<file path="src/rtl/sdpram_bw.sv">
// Simple dual-port RAM with per-byte write enables, 1..3 cycle pipelined read
// and selectable read-during-write result. Optional clear-on-reset: SDPRAM_INIT_CLEAR_EN.
module sdpram_bw #(
  parameter int DATA_WIDTH   = 32,
  parameter int BYTE_WIDTH   = 8,
  parameter int WORD_DEPTH   = 4,
  parameter int READ_LATENCY = 1,
  parameter int RDW_MODE     = 0
) (
  input  logic                                clk,
  input  logic                                reset,
  input  logic [WORD_DEPTH-1:0]               addra,
  input  logic [DATA_WIDTH-1:0]               dina,
  input  logic [DATA_WIDTH/BYTE_WIDTH-1:0]    wea,
  input  logic                                ena,
  input  logic [WORD_DEPTH-1:0]               addrb,
  input  logic                                enb,
  output logic [DATA_WIDTH-1:0]               doutb,
  output logic                                doutb_valid,
  output logic                                init_busy
);

  localparam int NUM_BYTES = DATA_WIDTH / BYTE_WIDTH;
  localparam int DEPTH     = 2 ** WORD_DEPTH;

  if ((READ_LATENCY < 1) || (READ_LATENCY > 3)) begin : g_bad_latency
    $fatal(1, "sdpram_bw: READ_LATENCY must be 1..3");
  end
  if ((DATA_WIDTH % BYTE_WIDTH) != 0) begin : g_bad_width
    $fatal(1, "sdpram_bw: DATA_WIDTH must be a multiple of BYTE_WIDTH");
  end

  logic [DATA_WIDTH-1:0] mem_r [DEPTH];
  logic [DATA_WIDTH-1:0] pipe_data_r [READ_LATENCY];
  logic [READ_LATENCY-1:0] pipe_vld_r;

  logic                  ready_s;
  logic                  clr_we_s;
  logic [WORD_DEPTH-1:0] clr_addr_s;
  logic                  wr_s;
  logic                  rd_s;
  logic [DATA_WIDTH-1:0] rd_word_s;

`ifdef SDPRAM_INIT_CLEAR_EN
  typedef enum logic [0:0] {
    ST_CLEAR = 1'b0,
    ST_READY = 1'b1
  } state_t;

  state_t                state_r;
  logic [WORD_DEPTH-1:0] clr_cnt_r;
  logic                  init_busy_r;

  // Clear sequencer: sweeps every address once after reset, then idles in READY.
  always_ff @(posedge clk) begin
    if (reset) begin
      state_r     <= ST_CLEAR;
      clr_cnt_r   <= '0;
      init_busy_r <= 1'b1;
    end else begin
      case (state_r)
        ST_CLEAR: begin
          clr_cnt_r <= clr_cnt_r + 1'b1;
          if (clr_cnt_r == {WORD_DEPTH{1'b1}}) begin
            state_r     <= ST_READY;
            init_busy_r <= 1'b0;
          end else begin
            state_r     <= ST_CLEAR;
            init_busy_r <= 1'b1;
          end
        end
        ST_READY: begin
          state_r     <= ST_READY;
          init_busy_r <= 1'b0;
        end
        default: begin
          state_r     <= ST_CLEAR;
          clr_cnt_r   <= '0;
          init_busy_r <= 1'b1;
        end
      endcase
    end
  end

  assign ready_s    = (state_r == ST_READY);
  assign clr_we_s   = (state_r == ST_CLEAR);
  assign clr_addr_s = clr_cnt_r;
  assign init_busy  = init_busy_r;
`else
  assign ready_s    = 1'b1;
  assign clr_we_s   = 1'b0;
  assign clr_addr_s = '0;
  assign init_busy  = 1'b0;
`endif

  assign wr_s = ena & (|wea) & ready_s & ~reset;
  assign rd_s = enb & ready_s & ~reset;

  // Read word for the port-B request; bypass merges write lanes on a collision.
  always_comb begin
    rd_word_s = mem_r[addrb];
    if ((RDW_MODE == 1) && wr_s && (addra == addrb)) begin
      for (int i = 0; i < NUM_BYTES; i++) begin
        if (wea[i]) begin
          rd_word_s[i*BYTE_WIDTH +: BYTE_WIDTH] = dina[i*BYTE_WIDTH +: BYTE_WIDTH];
        end else begin
          rd_word_s[i*BYTE_WIDTH +: BYTE_WIDTH] = mem_r[addrb][i*BYTE_WIDTH +: BYTE_WIDTH];
        end
      end
    end else begin
      rd_word_s = mem_r[addrb];
    end
  end

  // Storage array: clear sweep has priority over user writes; no reset state.
  always_ff @(posedge clk) begin
    if (!reset && clr_we_s) begin
      mem_r[clr_addr_s] <= '0;
    end else if (wr_s) begin
      for (int i = 0; i < NUM_BYTES; i++) begin
        if (wea[i]) begin
          mem_r[addra][i*BYTE_WIDTH +: BYTE_WIDTH] <= dina[i*BYTE_WIDTH +: BYTE_WIDTH];
        end
      end
    end
  end

  // Read pipeline: data stages load only behind a valid so doutb holds between reads.
  always_ff @(posedge clk) begin
    if (reset) begin
      pipe_vld_r <= '0;
      for (int k = 0; k < READ_LATENCY; k++) begin
        pipe_data_r[k] <= '0;
      end
    end else begin
      pipe_vld_r[0] <= rd_s;
      if (rd_s) begin
        pipe_data_r[0] <= rd_word_s;
      end
      for (int k = 1; k < READ_LATENCY; k++) begin
        pipe_vld_r[k] <= pipe_vld_r[k-1];
        if (pipe_vld_r[k-1]) begin
          pipe_data_r[k] <= pipe_data_r[k-1];
        end
      end
    end
  end

  assign doutb       = pipe_data_r[READ_LATENCY-1];
  assign doutb_valid = pipe_vld_r[READ_LATENCY-1];

endmodule

</file>
<file path="config.mk">
export PLATFORM = sky130hd
export DESIGN_NAME = sdpram_bw
export DESIGN_NICKNAME = d
export VERILOG_FILES = /design/src/rtl/sdpram_bw.sv
export SDC_FILE = /design/constraint.sdc
export NUM_CORES = 1
export LEC_CHECK = 0
export BUFFER_PORTS_ARGS = -buffer_cell sky130_fd_sc_hd__buf_2
export CORE_ASPECT_RATIO = 0.7
export CORE_MARGIN = 5
export CORE_UTILIZATION = 40
export DETAILED_ROUTE_END_ITERATION = 7
export PLACE_DENSITY_LB_ADDON = 0.08
export SYNTH_ARGS = -nofsm -noshare
export SYNTH_HDL_FRONTEND = slang
export SYNTH_SLANG_ARGS = --single-unit
</file>
<file path="constraint.sdc">
create_clock -name clk -period 2.6 [get_ports clk]
set_clock_uncertainty 0.2 [all_clocks]
set_input_delay 0.52 -clock clk [delete_from_list [all_inputs] [get_ports clk]]
set_output_delay 0.52 -clock clk [all_outputs]
set_load 0.01 [all_outputs]
</file>
# --- Word level (Yosys, flattened, before mapping) ---
# Memory sizes are Yosys's and may differ from the RTL's.
# Index checks and enable logic that the tools add are counted.
# W data, S select, Z words.
totals:
  word_cells: 28
  memories: 2
  out_inout_bits: 34
  regBits: 1
  input_bits: 48
  ram_bits: 544
memory_table:
  columns: ["name", "depth", "word_bits", "rd", "rd_clocked_by_memory_dff", "wr", "line", "source"]
  rows:
  - ["mem_r", 16, 32, 1, 0, 1, "33", "logic [DATA_WIDTH-1:0] mem_r [DEPTH];"]
  - ["pipe_data_r", 1, 32, 1, 0, 1, "34", "logic [DATA_WIDTH-1:0] pipe_data_r [READ_LATENCY];"]
classes:
  reduce_logical: 2
  n_bitwise: 4
  muxes: 19
ops:
  columns: ["operator", "n"]
  rows:
  - ["$mux W32", 1]
  - ["$reduce_or A32 Y1", 1]
  - ["$mux W1", 18]
  - ["$reduce_or A4 Y1", 1]
  - ["$and A1 B1 Y1", 3]
  - ["$not A1 Y1", 1]

# --- Logic depth before layout (Yosys ltp) ---
# Gate-level depths: netlist of the first run.
depth:
  ltp_word: 7
  ltp_mapped: 8

# --- Worst setup path after synthesis of the first run ---
# Ideal clock, no wire load.
synth_path:
  path_type: "input -> register"
  start: "in ena"
  end: "mem mem_r[10][24], enable pin"
  setup_time_ns: 0.370
  required_time_ns: 2.030
  n_path_buf: 1
  setup_slack_ns: 0.516
  t_arrival_ns: 1.514
  path_stages: 4
  path_cell_list: "nor2b_1 -> nand2_1 -> clkbuf_1 -> nor2_1"
synth_via:
  elab_chain_len: 4
synth_lines:
  columns: ["item", "line", "source"]
  rows:
  - ["from (decl)", "15", "input logic ena,"]
  - ["$and A1 B1 Y1 (2 in series)", "96", "assign wr_s = ena & (|wea) & ready_s & ~reset;"]
  - ["$mux W1", "119", "end else if (wr_s) begin"]
  - ["$mux W1 (implied by the code)", "122", "mem_r[addra][i*BYTE_WIDTH +: BYTE_WIDTH] <= dina[i*BYTE_WIDTH +: BYTE_WIDTH];"]
  - ["to (decl)", "33", null]
# Every way passes these cells.

# --- Final worst setup path of the first run ---
layout_path:
  start: "in reset"
  end: "mem pipe_data_r[0][31], data pin"
layout_via:
  elab_chain_len: 7
layout_lines:
  columns: ["item", "line", "source"]
  rows:
  - ["from (decl)", "11", "input logic reset,"]
  - ["$not A1 Y1", "97", "assign rd_s = enb & ready_s & ~reset;"]
  - ["$and A1 B1 Y1", "97", null]
  - ["$mux W1", "137", "if (rd_s) begin"]
  - ["$mux W1 (*)", "130", "if (reset) begin"]
  - ["$mux W1 (implied by the code) (*)", "138", "pipe_data_r[0] <= rd_word_s;"]
  - ["$reduce_or A32 Y1 (no line) (*)", null, null]
  - ["$mux W32 (no line) (*)", null, null]
  - ["to (decl)", "34", null]
# Mark *: on every way between the ends. The rest lies on a longest branch, timed or not.

==> results of run 1 <==
-- logic make-up after synthesis --
kind of cell	count (synthesis)	synth area share
AO/OA/AOI/OAI	160	0.0549
buffers and inverters	69	0.0295
flip-flops	545	0.765
multiplexers	251	0.121
other	1	0.000175
AND/OR/NAND/NOR	158	0.0298
-- metal layers --
metal	routed length (um)	vias up	share of wire
met5	23	-	0.00046
li1	-	5058	-
met2	22000	239	0.44
met1	24400	5570	0.49
met3	2460	68	0.049
met4	924	6	0.019
-- power groups by stage --
stage          registers [W]  logic, W  clock network [W]
2_1_floorplan         0.0100  0.000535                  0
5_1_grt              0.00981   0.00103            0.00763
3_3_place_gp         0.00999  0.000953                  0
4_1_cts              0.00981  0.000963            0.00722
6_report             0.00981  0.000944            0.00701
3_5_place_dp         0.00999  0.000959                  0
-- stage by stage --
step	power, W	util	instances
finish	0.0178	0.469	2087
global route	0.0185	0.469	2087
CTS	0.0180	0.469	2086
detailed placement	0.0110	0.439	1987
global placement	0.0109	0.439	1987
floorplan	0.0105	-	1184
-- critical path: cells and delay by family --
family | cells | cell delay, ns
AND/OR/NAND/NOR | 1 | 0.70
buffers and inverters | 3 | 0.96
AO/OA/AOI/OAI | 1 | 0.25
-- worst min-delay path by stage --
stage / start / endpoint / slack [ns] / cells past startpoint
after CTS: dina[29] / mem_r[5][29] / 0.06 / 1
after detailed placement: reset / doutb_valid / 0.55 / 2
after floorplan: reset / doutb_valid / 0.40 / 1
final: dina[31] / mem_r[14][31] / 0.11 / 1
after global routing: dina[30] / mem_r[10][30] / 0.08 / 1
after global placement: reset / doutb_valid / 0.53 / 2
-- cells in the final DEF (no fill, tap or decap), drive strengths merged --
| cell type | Yosys | routed |
|---|---|---|
| edfxtp | 544 | 544 |
| mux2i | 246 | 246 |
| buf | 48 | 187 |
| a22oi | 118 | 118 |
| clkbuf | 20 | 74 |
| nand2 | 73 | 73 |
| nor2 | 67 | 67 |
| o22ai | 27 | 27 |
| clkinv | 0 | 19 |
| o21ai | 10 | 10 |
| nor2b | 8 | 8 |
| nand3 | 6 | 6 |
| a221oi | 5 | 5 |
| mux4 | 5 | 5 |
| inv | 1 | 4 |
| dlygate4sd3 | 0 | 2 |
| diode | 0 | 1 |
| nand4 | 1 | 1 |
| or2 | 1 | 1 |
| and2 | 1 | 1 |
| or3b | 1 | 1 |
| conb | 1 | 1 |
| bufinv | 0 | 1 |
| dfxtp | 1 | 1 |
-- state kept, by name (all words and copies together) (netlist names) --
| signal | cells |
|---|---|
| doutb_valid | 1 |
| mem_r | 512 |
| pipe_data_r | 32 |
-- layout make-up --
cell class,instances,area [um^2],share of cell area
antenna,1,2.50,0.000102
clock buffer,74,1410,0.0570
clock inverter,23,138,0.00559
inverter,1,3.75,0.000152
multi-input combinational,570,4420,0.180
sequential,545,16400,0.664
tap,684,856,0.0347
timing repair buffer,189,1450,0.0587
==> impl_results.md, run 1 <==
* Fraction of registers with async set/reset at 0
* Post-Syn Area at 0.0214 mm^2
* Final GP Congestion at 0.723
* Worst-path cell chain: dlygate4sd3_1, buf_2, or3b_2, buf_4, o22ai_1
* Fin area at 0.0246 mm^2
* Reg-to-reg endpoint: pipe_data_r[0][5]
* Synth top area cells: edfxtp_1 (76%), mux2i_1 (12%), a22oi_1 (4.1%)
* Core Area at 0.0526 mm^2
* Die width at 286 um
* Crit path capture: pipe_data_r[0][31]
* Critical path's largest stage delay at 0.70 ns
* Slack of the critical path at 0.372 ns
* Layer with the highest usage: met1
* Post-CTS sizing at 0
* Setup WS pre-CTS at ~0.27 ns
* Sequential fraction of design power at 0.552
* Drt first pass iters at 5
* DR WL/cell at 23.9 um
* Top cell type by total area after synthesis: edfxtp_1
* Yosys reg bits at around 550
* Fillers at around 4500
* Critical path type: input port to register
* Maxcap violations at 0
* Hold Slack at about 0.11 ns
* GRT met1 Usage at 0.258
* Total number of vias at 10900
* Fin. max-slew vios at 0
* Final number of hold-violating endpoints at 0
* Cell Rows at 70
* Vias/cell at roughly 5.2
* Worst VDD drop at ~0.50 mV
* Ys Warns at 0
* Met3 Track Usage GR at 0.0323
* CTS Hold Bufs at 2
* Pint at 0.0140 W
* Max Fclk at roughly 450 MHz
* Tmin final at ~2.2 ns
* RSZ-0062 raised after global routing: false
* Layout cells sized above 1 at 0.189
* Post-synthesis cell type count at 29
* Worst path required time at 2.82 ns
* Clock Path Buffers at 3
* Clock slew at the register clock pins of the worst setup and hold paths at ~0.06 ns
* Final setup viols at 0
* CP Data Arrival Time at 2.44 ns
* Inserted Clock Buffers at between 50 and 60
* Worst-Margin Slew at approximately 0.68 ns
* Crit-path slowest cell: or3b_2
* Post-route setup TNS at 0 ns
* Layout area overhead at 15.2%
* Top Ports at 82
* Clock Power Share at 0.395
* Buffers on Ports at 80
* Syn avg cell area at between 15 and 20 um^2
* Leading register cell type out of synthesis: edfxtp_1
* Die height at 203 um
* Critical path fanouts, max at 14
* H-tree Lvls at 2
* DRT antenna net count at 0
* Slew margin rel. at 0.549
* Final net count at roughly 1400
* Initial antenna violation count at 6
* Vias in the first global route at roughly 11000
* Cell with the most instances after synthesis: edfxtp_1
* Syn nets at 1232
* DR iter-0 viols at 730
* CP endpoint kind: register
* Status: complete, no violations
* Routed wire length at 49800 um
* Flop2flop setup slack at 1.00 ns
* CTS tree: done
* Switching Power at 0.00378 W
* Comb power frac at 0.053
* Remaining DRCs at 0
* FF-to-FF Start: mem_r[6][5]
* Clock network latency to the later pin of the worst-skew pair at 0.60 ns
* Die area at between 0.05 and 0.06 mm^2
* Part of the cycle the worst path needs at 0.857
* Worst Setup SP: reset
* Crit path launch type: input port
* Placed cell areas at 0.0231 mm^2
* Pwr dens at 721 mW/mm^2
* Synth top area share at 0.764
* Num Clock Sinks at 545
* Worst hold path type: input port to register
* Top cells by count, synth: edfxtp_1 (544), mux2i_1 (246), a22oi_1 (118)
* Met2 Use GR at 0.256
* Synthesized instance count at ~1200
* Global-route wire length before repair at 73800 um
* Leak at 8.87 nW
* Sw frac at 0.213
* EDFF count, synth at 544
* R2R cell count at 3
* Initial Util at 0.407
* Overflow after GRT at 0
* Largest net degree at the start of global routing at 39
* Root Buffer: clkbuf_16
* Post-synthesis sequential area ratio at 0.765
* Gr usage total at 0.171
* Setup Fix Bufs, Post-CTS at 0
* HPWL after DPL at 31100 um
Note: power is estimated with default switching activity, not from simulation.
==> run 2, diff against run 1 <==
--- a/config.mk
+++ b/config.mk
@@ -6,6 +6,7 @@
 export NUM_CORES = 1
 export LEC_CHECK = 0
 export BUFFER_PORTS_ARGS = -buffer_cell sky130_fd_sc_hd__buf_2
+export CAP_MARGIN = 20
 export CORE_ASPECT_RATIO = 0.7
 export CORE_MARGIN = 5
 export CORE_UTILIZATION = 40
==> constraint.sdc (replaced) <==
create_clock -name clk -period 2.8 [get_ports clk]
set_clock_uncertainty 0.2 [all_clocks]
set_input_delay 0.56 -clock clk [delete_from_list [all_inputs] [get_ports clk]]
set_output_delay 0.56 -clock clk [all_outputs]
set_load 0.01 [all_outputs]
==> run 2 against run 1 <==
Global-route usage up 0.19 points. Combinational power fell by 7.5%. First-iteration DRC count increased by 12%. Sequential cell count unchanged. Critical endpoint is now pipe_data_r[0][29]. Wire length grew 1.6%. Cell count shrank 0.77%. Via count shrank 0.21%. Sequential share of layout area about the same. Clock power is 3% lower. Register-to-register slack improved by 0.26 ns. Critical path type unchanged. Non-clock buffer count shrank 12.
==> impl_results.md, run 2 (synthesis results as in run 1) <==
* Root Buffer: clkbuf_16 (unchanged)
* Core Area at 0.0526 mm^2 (unchanged)
* Comb power frac at 0.052 (was 0.053)
* Total number of vias at 10900 (about the same)
* Clock Path Buffers at 3 (unchanged)
* Final setup viols at 0 (unchanged)
* Final net count at 1395 (was 1408)
* Maxcap violations at 0 (unchanged)
* Largest net degree at the start of global routing at 42 (was 39)
* Vias/cell at 5.27 (was 5.24)
* Worst hold path type: input port to register (unchanged)
* Part of the cycle the worst path needs at 0.808
* Overflow after GRT at 0 (unchanged)
* Slew margin rel. at 0.531 (was 0.549)
* R2R cell count at 3 (unchanged)
* Routed wire length at 50600 um (was 49800 um)
* Layout cells sized above 1 at 0.186 (was 0.189)
* Post-CTS sizing at 0 (unchanged)
* Worst-Margin Slew at 0.704 ns (was 0.677 ns)
* CTS tree: done (unchanged)
* Die height at 203 um (unchanged)
* HPWL after DPL at 31100 um (about the same)
* Num Clock Sinks at 545 (unchanged)
* Commonest cells after routing, fill and taps aside: edfxtp_1 (544), mux2i_1 (246), a22oi_1 (118) (unchanged)
* Status: complete, no violations (unchanged)
* Post-route setup TNS at 0 ns (unchanged)
* Reg-to-reg endpoint: pipe_data_r[0][5] (unchanged)
* Pwr dens at 682 mW/mm^2 (was 721 mW/mm^2)
* DR WL/cell at 24.5 um (was 23.9 um)
* Worst VDD drop at 0.418 mV (was 0.503 mV)
* Remaining DRCs at 0 (unchanged)
* Final number of hold-violating endpoints at 0 (unchanged)
* Die area at 0.0583 mm^2 (unchanged)
* Tmin final at 2.26 ns
* Layout area overhead at 15.2% (about the same)
* Largest register FFs at 512 (unchanged)
* Gr usage total at 0.173 (was 0.171)
* Sw frac at 0.208 (was 0.213)
* Clock network latency to the later pin of the worst-skew pair at 0.58 ns (was 0.60 ns)
* FF-to-FF Start: mem_r[3][5] (was mem_r[6][5])
* Worst path required time at 3.02 ns (was 2.82 ns)
* Switching Power at 0.00350 W (was 0.00378 W)
* DR iter-0 viols at 820 (was 730)
* Initial Util at 0.407 (unchanged)
* WHS Path Cells at 2 (was 1)
* Final GP Congestion at 0.725 (was 0.723)
* Critical path type: input port to register (unchanged)
* Inserted Clock Buffers at 52 (was 53)
* Cell Rows at 70 (unchanged)
* Buffers on Ports at 80 (unchanged)
* Clock slew at the register clock pins of the worst setup and hold paths at 0.06 ns (about the same)
* Sequential fraction of design power at 0.542 (was 0.552)
* CP endpoint kind: register (unchanged)
* Vias in the first global route at 11000 (was 11100)
* Commonest non-fill, non-tap cell in the layout: edfxtp_1 (unchanged)
* Leak at 8.86 nW (was 8.87 nW)
* Largest Register: mem_r (unchanged)
* Initial antenna violation count at 6 (unchanged)
* Die width at 286 um (unchanged)
* Global-route wire length before repair at 74300 um (was 73800 um)
* Pint at 0.0133 W (was 0.0140 W)
* Worst hold path startpoint: enb (was dina[31])
* Critical path fanouts, max at 17 (was 14)
* CP Data Arrival Time at 2.49 ns (was 2.44 ns)
* H-tree Lvls at 2 (unchanged)
* Fin. max-slew vios at 0 (unchanged)
* Crit path launch type: input port (unchanged)
* Clock Power Share at 0.406 (was 0.395)
* Max Fclk at 442 MHz
* Drt first pass iters at 5 (unchanged)
* RSZ-0062 raised after global routing: false (unchanged)
* Power consumption at 0.0168 W (was 0.0178 W)
* Top Ports at 82 (unchanged)
* DRT antenna net count at 0 (unchanged)
* WHS Endpoint: doutb_valid (was mem_r[14][31])
* Flop2flop setup slack at 1.26 ns (was 1.00 ns)
-- run 2: changes by cell type in the layout (fill, tap and decap cells not counted), moves of 2 or more --
cell        previous run  this run
clkinv_1              11        13
clkbuf_1              21        11
inv_6                  3         1
bufinv_16              1         5
clkinvlp_4             0         2
buf_4                 90        78
-- run 2: worst max path at each step --
stage              from            endpoint  slack (ns)  cells past startpoint
4_1_cts           reset  pipe_data_r[0][29]        0.55                      5
2_1_floorplan       ena       mem_r[10][24]        0.68                      4
3_5_place_dp   addrb[3]  pipe_data_r[0][29]        0.46                      4
3_3_place_gp   addrb[0]  pipe_data_r[0][10]        0.46                      7
6_report          reset  pipe_data_r[0][29]        0.54                      5
5_1_grt           reset  pipe_data_r[0][29]        0.49                      5
-- run 2: critical path, stage by stage --
cell           delay [ns]
dlygate4sd3_1        0.52
buf_2                0.13
or3b_2               0.75
buf_4                0.31
o22ai_1              0.19
-- run 2: layer usage --
metal  part of all wire  wire length (um)  global-route usage
met5             0.0011                56                   0
met4              0.015               780              0.0379
met3              0.053              2670              0.0330
met2               0.44             22200               0.257
met1               0.49             24900               0.265
-- run 2: layout make-up --
type	count	area, um^2
Fill cell	4509	27900
Sequential cell	545	16400
Multi-Input combinational cell	570	4420
Clock buffer	64	1370
Timing Repair Buffer	177	1370
Tap cell	684	856
Clock inverter	29	267
Inverter	1	3.75
Antenna cell	1	2.50
-- run 2: per-stage QoR --
step / utilization / setup WS (ns) / hold WS (ns) / instances / cell area (um^2)
after floorplan: - / 0.676 / 0.443 / 1184 / 21400
after global placement: 0.438 / 0.463 / 0.533 / 1976 / 23000
after detailed placement: 0.438 / 0.459 / 0.528 / 1976 / 23000
after CTS: 0.469 / 0.555 / 0.0369 / 2070 / 24600
after global routing: 0.469 / 0.494 / 0.0632 / 2071 / 24600
final: 0.469 / 0.536 / 0.0745 / 2071 / 24600
-- run 2: repair_timing --
item,CTS,global route
setup endpoints to repair,0,0
endpoints found under the hold margin,1,0
buffers inserted,0,0
hold buffers,1,0
-- run 2: power groups by stage --
stage / Sequential, W / Combinational (W) / Clock (W)
2_1_floorplan: 0.00929 / 0.000497 / 0
4_1_cts: 0.00911 / 0.000891 / 0.00702
3_5_place_dp: 0.00928 / 0.000888 / 0
3_3_place_gp: 0.00928 / 0.000878 / 0
5_1_grt: 0.00911 / 0.000949 / 0.00737
6_report: 0.00911 / 0.000873 / 0.00683
==> run 3, diff against run 2 <==
==> constraint.sdc (replaced) <==
create_clock -name clk -period 2.2 [get_ports clk]
set_clock_uncertainty 0.2 [all_clocks]
set_input_delay 0.44 -clock clk [delete_from_list [all_inputs] [get_ports clk]]
set_output_delay 0.44 -clock clk [all_outputs]
set_load 0.01 [all_outputs]
==> run 3 against run 2 <==
Register-to-register slack got worse by 0.69 ns. Non-clock buffer count grew 28. Sequential cell count unchanged. Clock power increased by 23%. Setup slack got worse by 0.43 ns. Clock-buffer cell count is 5 higher. Design area rose by 1.1%. Critical endpoint unchanged.
==> impl_results.md, run 3 (synthesis results as in run 1) <==
* Status: complete, no violations (unchanged)
* WP buf/inv at 3 (unchanged)
* Remaining DRCs at 0 (unchanged)
* DRT antenna net count at 0 (unchanged)
* FF-to-FF Start: mem_r[3][26] (was mem_r[3][5])
* Gr usage total at 0.173 (about the same)
* Cell Rows at 70 (unchanged)
* Worst hold path startpoint: dina[13] (was enb)
* Top Ports at 82 (unchanged)
* Final GP Congestion at 0.729 (was 0.725)
* DR WL/cell at 24.4 um (was 24.5 um)
* CP Data Arrival Time at 2.27 ns (was 2.49 ns)
* DR iter-0 viols at 760 (was 820)
* Crit path launch type: input port (unchanged)
* Fin. max-slew vios at 0 (unchanged)
* WHS Endpoint: mem_r[0][13] (was doutb_valid)
* Core Area at 0.0526 mm^2 (unchanged)
* Max Fclk at 477 MHz
* Flop2flop setup slack at 0.57 ns (was 1.26 ns)
* Layout cells sized above 1 at 0.199 (was 0.186)
* Die height at 203 um (unchanged)
* Drt first pass iters at 5 (unchanged)
* HPWL after DPL at 31700 um (was 31100 um)
* Final setup viols at 0 (unchanged)
* Maxcap violations at 0 (unchanged)
* Leak at 9.00 nW (was 8.86 nW)
* Final net count at 1424 (was 1395)
* Worst hold path type: input port to register (unchanged)
* Largest Register: mem_r (unchanged)
* Total number of vias at 11100 (was 10900)
* Post-route setup TNS at 0 ns (unchanged)
* Commonest non-fill, non-tap cell in the layout: edfxtp_1 (unchanged)
* Largest net degree at the start of global routing at 44 (was 42)
* Die width at 286 um (unchanged)
* R2R cell count at 3 (unchanged)
* Clock slew at the register clock pins of the worst setup and hold paths at 0.07 ns (was 0.06 ns)
* Buffers on Ports at 80 (unchanged)
* Final number of hold-violating endpoints at 0 (unchanged)
* Clock Path Buffers at 3 (unchanged)
* Global-route wire length before repair at 75100 um (was 74300 um)
* Reg-to-reg endpoint: pipe_data_r[0][26] (was pipe_data_r[0][5])
* Fillers at 4539 (was 4509)
* Critical path's largest stage delay at 0.63 ns (was 0.75 ns)
* Overflow after GRT at 0 (unchanged)
* Tmin final at 2.10 ns
* Setup WS pre-CTS at 0.0426 ns (was 0.459 ns)
* Crit-path slowest cell: or3b_2 (unchanged)
* Layout area overhead at 16.4% (was 15.2%)
* RSZ-0062 raised after global routing: false (unchanged)
* Largest register FFs at 512 (unchanged)
* Pwr dens at 850 mW/mm^2 (was 682 mW/mm^2)
* CP endpoint kind: register (unchanged)
* Num Clock Sinks at 545 (unchanged)
* Worst-path cell chain: dlygate4sd3_1, buf_2, or3b_2, buf_4, o22ai_1 (unchanged)
* Initial antenna violation count at 6 (unchanged)
* Initial Util at 0.407 (unchanged)
* WHS Path Cells at 1 (was 2)
* Critical path fanouts, max at 10 (was 17)
* H-tree Lvls at 2 (unchanged)
* Vias in the first global route at 11300 (was 11000)
* Worst path required time at 2.37 ns (was 3.02 ns)
* Slack of the critical path at 0.104 ns (was 0.536 ns)
* Part of the cycle the worst path needs at 0.953
* Routed wire length at 51200 um (was 50600 um)
* Largest delay share family, worst path: buffers and inverters (unchanged)
* Critical path type: input port to register (unchanged)
* Inserted Clock Buffers at 53 (was 52)
* Worst VDD drop at 0.563 mV (was 0.418 mV)
* CTS tree: done (unchanged)
* Die area at 0.0583 mm^2 (unchanged)
* Commonest cells after routing, fill and taps aside: edfxtp_1 (544), mux2i_1 (246), a22oi_1 (118) (unchanged)
* Clock network latency to the later pin of the worst-skew pair at 0.56 ns (was 0.58 ns)
* Vias/cell at 5.26 (was 5.27)
* Root Buffer: clkbuf_16 (unchanged)
==> run 3: worst max path at each step <==
| stage | depth (start not counted) | from | to |
|---|---|---|---|
| floorplan | 4 | ena | mem_r[10][24] |
| detailed placement | 7 | addrb[0] | pipe_data_r[0][8] |
| global route | 6 | reset | pipe_data_r[0][26] |
| global placement | 5 | addrb[3] | pipe_data_r[0][26] |
| finish | 5 | reset | pipe_data_r[0][29] |
| CTS | 7 | reset | mem_r[4][13] |
==> run 3: repair_timing <==
item | 4_1_cts | 5_1_grt
setup endpoints to repair | 0 | 41
setup buffers | 0 | 0
endpoints found under the hold margin | 1 | 0
hold buffers | 2 | 0
gates resized for setup | 0 | 2
==> run 3: per-stage QoR <==
step                      cells  total power (W)  cell area (um^2)   util  hold WS, ns
after floorplan            1184           0.0125             21400      -        0.323
after global placement     2003           0.0130             23300  0.444        0.460
after detailed placement   2003           0.0130             23300  0.444        0.459
after CTS                  2099           0.0214             24900  0.474       0.0343
after global routing       2100           0.0220             24900  0.474       0.0406
final                      2100           0.0212             24900  0.474       0.0631
==> run 3: metal layers <==
layer / part of all wire / up-vias / routed length [um] / track usage
met1: 0.50 / 5693 / 25500 / 0.266
li1: - / 5075 / - / -
met5: 0.0011 / - / 55 / 0
met3: 0.046 / 71 / 2350 / 0.0351
met4: 0.015 / 8 / 770 / 0.0324
met2: 0.44 / 209 / 22500 / 0.258
==> run 3: worst reg2reg max path: stages, from the launching register on <==
cell,delay (ns)
edfxtp_1,0.35
mux4_1,0.51
o21ai_1,0.21
o21ai_1,0.10
==> run 3: area by class of cell <==
class / count / area, um^2 / share of cell area
antenna: 1 / 2.50 / 0.000100
clock inverter: 25 / 181 / 0.00728
inverter: 1 / 3.75 / 0.000151
clock buffer: 69 / 1390 / 0.0557
timing repair buffer: 205 / 1690 / 0.0679
tap: 684 / 856 / 0.0344
multi-input combinational: 570 / 4430 / 0.178
sequential: 545 / 16400 / 0.657
==> run 3: power breakdown <==
group | switching, W | leakage [nW] | total (W) | internal [W]
Clock | 0.00366 | 0.765 | 0.00841 | 0.00475
Sequential | 0.0000308 | 4.97 | 0.0116 | 0.0115
Combinational | 0.000733 | 3.27 | 0.00117 | 0.000440
